--- src/rtl/sync_fifo_lvl_if.sv ---
// Handshake and status bundle for sync_fifo_lvl.
// The master side drives requests; the slave (the FIFO) returns data and status.
interface sync_fifo_lvl_if #(
  parameter int unsigned DataWidth = 8,
  parameter int unsigned AddrWidth = 3
) ();

  logic                 flush;
  logic                 wr_inc;
  logic [DataWidth-1:0] wr_data;
  logic                 rd_inc;
  logic [DataWidth-1:0] rd_data;
  logic                 rd_valid;
  logic                 full;
  logic                 empty;
  logic                 almost_full;
  logic                 almost_empty;
  logic [AddrWidth:0]   level;
  logic                 overflow;
  logic                 underflow;

  modport master (
    output flush, wr_inc, wr_data, rd_inc,
    input  rd_data, rd_valid, full, empty, almost_full, almost_empty, level, overflow, underflow
  );

  modport slave (
    input  flush, wr_inc, wr_data, rd_inc,
    output rd_data, rd_valid, full, empty, almost_full, almost_empty, level, overflow, underflow
  );

endinterface

--- src/rtl/sync_fifo_lvl.sv ---
// Single-clock FIFO, depth 2^AddrWidth, with fill level, almost-full/empty thresholds,
// sticky overflow/underflow flags, synchronous flush and a registered read port.
module sync_fifo_lvl #(
  parameter int unsigned DataWidth = 8,
  parameter int unsigned AddrWidth = 3,
  parameter int unsigned AfThresh  = (1 << AddrWidth) - 2,
  parameter int unsigned AeThresh  = 2
) (
  input logic            clk_i,
  input logic            rst_i,
  sync_fifo_lvl_if.slave bus_io
);

  localparam int unsigned Depth = 1 << AddrWidth;
  localparam logic [AddrWidth:0] LvlDepth = (AddrWidth + 1)'(Depth);
  localparam logic [AddrWidth:0] LvlAf    = (AddrWidth + 1)'(AfThresh);
  localparam logic [AddrWidth:0] LvlAe    = (AddrWidth + 1)'(AeThresh);

  logic [DataWidth-1:0] mem_q [Depth];

  logic [AddrWidth:0]   wr_ptr_q, wr_ptr_d;
  logic [AddrWidth:0]   rd_ptr_q, rd_ptr_d;
  logic [AddrWidth:0]   level_q, level_d;
  logic [DataWidth-1:0] rd_data_q, rd_data_d;
  logic                 rd_valid_q, rd_valid_d;
  logic                 ovf_q, ovf_d;
  logic                 udf_q, udf_d;

  logic full, empty, wr_ok, rd_ok, mem_we;

  // Status decoded from the registered level only, so no input-to-flag paths.
  always_comb begin
    full  = (level_q == LvlDepth);
    empty = (level_q == '0);
    // A write into a full FIFO is fine when a read frees a slot on the same edge.
    wr_ok = bus_io.wr_inc & (~full | bus_io.rd_inc);
    rd_ok = bus_io.rd_inc & ~empty;
  end

  assign bus_io.full         = full;
  assign bus_io.empty        = empty;
  assign bus_io.almost_full  = (level_q >= LvlAf);
  assign bus_io.almost_empty = (level_q <= LvlAe);
  assign bus_io.level        = level_q;
  assign bus_io.rd_data      = rd_data_q;
  assign bus_io.rd_valid     = rd_valid_q;
  assign bus_io.overflow     = ovf_q;
  assign bus_io.underflow    = udf_q;

  // Next-state: flush clears everything except memory and rd_data, and swallows requests.
  always_comb begin
    wr_ptr_d   = wr_ptr_q;
    rd_ptr_d   = rd_ptr_q;
    level_d    = level_q;
    rd_data_d  = rd_data_q;
    rd_valid_d = 1'b0;
    ovf_d      = ovf_q;
    udf_d      = udf_q;
    mem_we     = 1'b0;
    if (bus_io.flush) begin
      wr_ptr_d = '0;
      rd_ptr_d = '0;
      level_d  = '0;
      ovf_d    = 1'b0;
      udf_d    = 1'b0;
    end else begin
      if (wr_ok) begin
        mem_we   = 1'b1;
        wr_ptr_d = wr_ptr_q + 1'b1;
      end
      if (rd_ok) begin
        rd_data_d  = mem_q[rd_ptr_q[AddrWidth-1:0]];
        rd_ptr_d   = rd_ptr_q + 1'b1;
        rd_valid_d = 1'b1;
      end
      unique case ({wr_ok, rd_ok})
        2'b10:   level_d = level_q + 1'b1;
        2'b01:   level_d = level_q - 1'b1;
        default: level_d = level_q;
      endcase
      if (bus_io.wr_inc && !wr_ok) ovf_d = 1'b1;
      if (bus_io.rd_inc && !rd_ok) udf_d = 1'b1;
    end
  end

  // Control state with synchronous active-high reset.
  always_ff @(posedge clk_i) begin
    if (rst_i) begin
      wr_ptr_q   <= '0;
      rd_ptr_q   <= '0;
      level_q    <= '0;
      rd_data_q  <= '0;
      rd_valid_q <= 1'b0;
      ovf_q      <= 1'b0;
      udf_q      <= 1'b0;
    end else begin
      wr_ptr_q   <= wr_ptr_d;
      rd_ptr_q   <= rd_ptr_d;
      level_q    <= level_d;
      rd_data_q  <= rd_data_d;
      rd_valid_q <= rd_valid_d;
      ovf_q      <= ovf_d;
      udf_q      <= udf_d;
    end
  end

  // Storage array; not reset, and reset blocks writes in the same cycle.
  always_ff @(posedge clk_i) begin
    if (!rst_i && mem_we) begin
      mem_q[wr_ptr_q[AddrWidth-1:0]] <= bus_io.wr_data;
    end
  end

endmodule

--- src/flat_wrapper.sv ---
// flat-port wrapper written by rule: the top's interface ports become plain ports
module sync_fifo_lvl_flat 
#(
  parameter int unsigned DataWidth = 8,
  parameter int unsigned AddrWidth = 3,
  parameter int unsigned AfThresh  = (1 << AddrWidth) - 2,
  parameter int unsigned AeThresh  = 2
)
  (clk_i, rst_i, bus_io_flush, bus_io_wr_inc, bus_io_wr_data, bus_io_rd_inc, bus_io_rd_data, bus_io_rd_valid, bus_io_full, bus_io_empty, bus_io_almost_full, bus_io_almost_empty, bus_io_level, bus_io_overflow, bus_io_underflow);
  sync_fifo_lvl_if #(.DataWidth(DataWidth), .AddrWidth(AddrWidth)) bus_io_i ();
  input logic clk_i;
  input logic rst_i;
  input wire logic [$bits(bus_io_i.flush)-1:0] bus_io_flush;
  input wire logic [$bits(bus_io_i.wr_inc)-1:0] bus_io_wr_inc;
  input wire logic [$bits(bus_io_i.wr_data)-1:0] bus_io_wr_data;
  input wire logic [$bits(bus_io_i.rd_inc)-1:0] bus_io_rd_inc;
  output wire logic [$bits(bus_io_i.rd_data)-1:0] bus_io_rd_data;
  output wire logic [$bits(bus_io_i.rd_valid)-1:0] bus_io_rd_valid;
  output wire logic [$bits(bus_io_i.full)-1:0] bus_io_full;
  output wire logic [$bits(bus_io_i.empty)-1:0] bus_io_empty;
  output wire logic [$bits(bus_io_i.almost_full)-1:0] bus_io_almost_full;
  output wire logic [$bits(bus_io_i.almost_empty)-1:0] bus_io_almost_empty;
  output wire logic [$bits(bus_io_i.level)-1:0] bus_io_level;
  output wire logic [$bits(bus_io_i.overflow)-1:0] bus_io_overflow;
  output wire logic [$bits(bus_io_i.underflow)-1:0] bus_io_underflow;
  assign bus_io_i.flush = bus_io_flush;
  assign bus_io_i.wr_inc = bus_io_wr_inc;
  assign bus_io_i.wr_data = bus_io_wr_data;
  assign bus_io_i.rd_inc = bus_io_rd_inc;
  assign bus_io_rd_data = bus_io_i.rd_data;
  assign bus_io_rd_valid = bus_io_i.rd_valid;
  assign bus_io_full = bus_io_i.full;
  assign bus_io_empty = bus_io_i.empty;
  assign bus_io_almost_full = bus_io_i.almost_full;
  assign bus_io_almost_empty = bus_io_i.almost_empty;
  assign bus_io_level = bus_io_i.level;
  assign bus_io_overflow = bus_io_i.overflow;
  assign bus_io_underflow = bus_io_i.underflow;
  sync_fifo_lvl #(.DataWidth(DataWidth), .AddrWidth(AddrWidth), .AfThresh(AfThresh), .AeThresh(AeThresh)) u_core (.clk_i(clk_i), .rst_i(rst_i), .bus_io(bus_io_i));
endmodule
--- config.mk ---
export PLATFORM = sky130hd
export DESIGN_NAME = sync_fifo_lvl_flat
export DESIGN_NICKNAME = d
export VERILOG_FILES = /design/src/rtl/sync_fifo_lvl_if.sv /design/src/rtl/sync_fifo_lvl.sv /design/src/flat_wrapper.sv
export SDC_FILE = /design/constraint.sdc
export NUM_CORES = 1
export LEC_CHECK = 0
export BUFFER_PORTS_ARGS = -buffer_cell sky130_fd_sc_hd__buf_2
export CORE_MARGIN = 4
export CORE_UTILIZATION = 25
export CTS_CLUSTER_DIAMETER = 150
export DETAILED_ROUTE_END_ITERATION = 10
export GPL_ROUTABILITY_DRIVEN = 1
export GPL_TIMING_DRIVEN = 0
export SLEW_MARGIN = 20
export SYNTH_ARGS = -nofsm -noshare
export SYNTH_HDL_FRONTEND = slang
export SYNTH_SLANG_ARGS = --single-unit
--- constraint.sdc ---
create_clock -name clk_i -period 6.55 [get_ports clk_i]
set_input_delay 0.9825 -clock clk_i [delete_from_list [all_inputs] [get_ports clk_i]]
set_output_delay 0.9825 -clock clk_i [all_outputs]
set_load 0.1 [all_outputs]
==> metrics.md <==
| Metric | Value |
|---|---|
| Crit path max-delay cell type | or4b_4 |
| Yosys warning count | 0 |
| Crit-path cells | buf_6 > or4b_4 > inv_1 > buf_2 |
| Die area | 15500 sq um |
| Vias per Instance | 4.37 |
| Root buffer cell | clkbuf_16 |
| Register area share after synthesis | 69.1% |
| Overflow after GRT | 0 |
| Leakage power | 1.46 nW |
| Count of cell types in the netlist | 36 |
| Post-Syn Instances | 211 |
| Tmin final | 2.86 ns |
| Initial core utilization | 25.6% |
| Average size of a mapped cell | 16.1 sq um |
| Die height | 124 um |
| Die X | 124 um |
| Unrepaired setup endpoints after global routing | no |
| Post-CTS Resized | 0 |
| Post-CTS setup buffer count | 0 |
| Wire per inst | 15.7 um |
| TritonCTS Buffers | 9 |
| Number of diodes | 0 |
| Setup WS post-layout | 3.69 ns |
| Post-Syn Area | 3390 sq um |
| Antenna violations before repair | 0 |
| Antenna viol nets, final | 0 |
| Initial drt markers | 178 |
| Most common cell after layout, fill and taps aside | edfxtp_1 |
| Clock slew at reported path FFs | 0.06 ns |
| Tightest Pin Transition | 0.773 ns |
| Std-Cell Rows | 42 |
| Reg2reg end | u_core.bus_io.level[2]$_SDFFE_PP0P_ |
| Longest Clk Path Bufs | 2 |
| Final count of negative-setup-slack endpoints | 0 |
| Most frequent cells in the layout | edfxtp_1 (64), buf_2 (37), nand2_1 (25) |
| CTS tree | built |
| Hold path startpoint | u_core.bus_io.rd_data[6]$_SDFFE_PP0P_ |
| Min-Delay Endpoint | u_core.bus_io.rd_data[6]$_SDFFE_PP0P_ |
| Max-cap violations | 0 |
| Layout cells sized above 1 | 34.3% |
| # hold bufs at CTS | 0 |
| Ys async rst share | 0% |
| Min-delay worst type | reg -> reg |
| First-pass GRT wire length | 11000 um |
| GPL Wtd Cong | 0.729 |
| Total GRT Usage | 9.32% |
| Crit end category | primary output |
| Sum Neg Setup Slack | 0 ns |
| Number of global-route vias before repair | 2015 |
| H-tree levels | 3 |
| Hold Path Cell Cnt | 2 |
| Final hold violation count | 0 |
| Nature of the critical path startpoint | flop |
| Synthesized Nets | 229 |
| Worst slack at placement | 3.69 ns |
| Max VDD drop | 0.146 mV |
| Clk_skew | 0.00468 ns |
| Worst path arrival time | 1.88 ns |
| R2R Setup Slk | 3.80 ns |
| Final Slew Violations | 0 |
| Worst Setup Path Type | reg -> out |
| Synth Flop Type | edfxtp_1 |
| CORE AREA | 13200 sq um |
| Clock sink count | 85 |
| Worst-path fanout max | 8 |
| Latest clock arrival within the worst-skew pair | 0.33 ns |
| DR DRC count | 0 |
| Max_slew headroom | 48.2% |
| Worst R2R Path Depth | 11 |
| Status | completed |
| P&R area growth vs syn | 22.8% |
| Drt total wl | 6920 um |
| Period utilization | 43.7% |
| TritonRoute pass-1 iters | 4 |
| Reg-to-Reg Start | u_core.bus_io.level[0]$_SDFFE_PP0P_ |
| I/O Pins | 32 |
| Fin nets | 278 |
| FF+latch count, synth | 85 |
| CP required | 5.57 ns |
| CP max stage delay | 0.57 ns |
| EDFF count, synth | 64 |
| Post-DP HPWL | 4830 um |
| DR vias | 1925 |
| Port bufs | 31 |
| Largest net degree at the start of global routing | 16 |
| Pwr per Cell Area | 282 nW/um^2 |
| Fmax | 349 MHz |
state kept, by name, indices dropped and copies added, names as in the netlist:
signal and flops:
u_core.bus_io.level 4, u_core.bus_io.underflow 1, u_core.wr_ptr_q 3, u_core.bus_io.rd_data 8, u_core.bus_io.overflow 1, u_core.bus_io.rd_valid 1, u_core.rd_ptr_q 3, u_core.mem_q 64
layer usage:
layer / global-route usage (%) / vias up / part of all wire [%] / wire length [um]
li1: - / 912 / - / -
met1: 11.2 / 971 / 43 / 2960
met2: 15.6 / 34 / 51 / 3510
met3: 2.70 / 8 / 5.1 / 351
met4: 4.06 / 0 / 1.5 / 104
met5: 0 / - / 0 / 0
kinds of logic (layout without fill, tap and decap cells):
kind of cell,count (synthesis),count (layout),synth area share [%]
flops,85,85,69.1
simple gates,58,58,8.34
compound gates,23,23,5.35
mux,18,18,11.2
buf+inv,16,70,2.66
xor+xnor,6,6,1.55
fa+ha+maj,5,5,1.84
Yosys cell counts, drive strengths merged (2+ instances only):
library cell	n	area share [%]
inv	5	0.55
a21oi	7	1.1
ha	5	1.8
nand3	2	0.30
nand2	25	2.8
or3	3	0.55
nor3	3	0.44
a22oi	8	1.8
nor4b	2	0.52
o21ai	4	0.92
xor2	5	1.3
mux2i	2	0.59
nor2	11	1.2
nand2b	2	0.37
a211oi	2	0.44
buf	8	1.8
clkbuf	3	0.33
dfxtp	21	12
edfxtp	64	57
mux4	16	11
nor4	5	0.92
final cells by class:
type	instances	area [sq um]
Sequential cell	85	2340
Buffer	11	71.3
Clock inverter	6	71.3
Fill cell	1322	9080
Tap cell	176	220
Multi-Input combinational cell	110	1010
Timing Repair Buffer	38	200
Clock buffer	10	229
Inverter	5	18.8
worst max-delay path: cells and delay by family (launching register included):
kind,cells,cell delay [ns]
flops,1,0.33
buf+inv,3,0.65
simple gates,1,0.57
metrics by stage:
| step | hold WS (ns) | instance area, sq um | utilization, % | total power, mW | std cells |
|---|---|---|---|---|---|
| CTS | 0.437 | 4170 | 31.5 | 1.19 | 441 |
| floorplan | 0.462 | 3390 | - | 0.658 | 211 |
| global placement | 0.424 | 3770 | 28.4 | 0.677 | 418 |
| detailed placement | 0.428 | 3860 | 29.2 | 0.681 | 425 |
| finish | 0.431 | 4170 | 31.5 | 1.17 | 441 |
| global route | 0.466 | 4170 | 31.5 | 1.21 | 441 |
how the worst max path moves through the flow:
stage,cells after the start,start,to
after global placement,3,bus_io_flush,u_core.mem_q[2][6]$_DFFE_PP_
final,4,u_core.bus_io.level[0]$_SDFFE_PP0P_,bus_io_full
after floorplan,2,u_core.bus_io.level[0]$_SDFFE_PP0P_,bus_io_empty
after global routing,9,u_core.bus_io.level[0]$_SDFFE_PP0P_,u_core.bus_io.level[3]$_SDFFE_PP0P_
after CTS,4,u_core.bus_io.level[0]$_SDFFE_PP0P_,bus_io_full
after detailed placement,10,bus_io_rd_inc,u_core.bus_io.level[2]$_SDFFE_PP0P_
where the power goes:
part	leakage, nW	total [mW]	switching [mW]	internal [mW]
combinational	0.572	0.0824	0.0609	0.0215
clock	0.140	0.505	0.206	0.299
sequential	0.746	0.586	0.00263	0.584
total	1.46	1.17	0.269	0.904
Power figures use the tool's default switching activity.
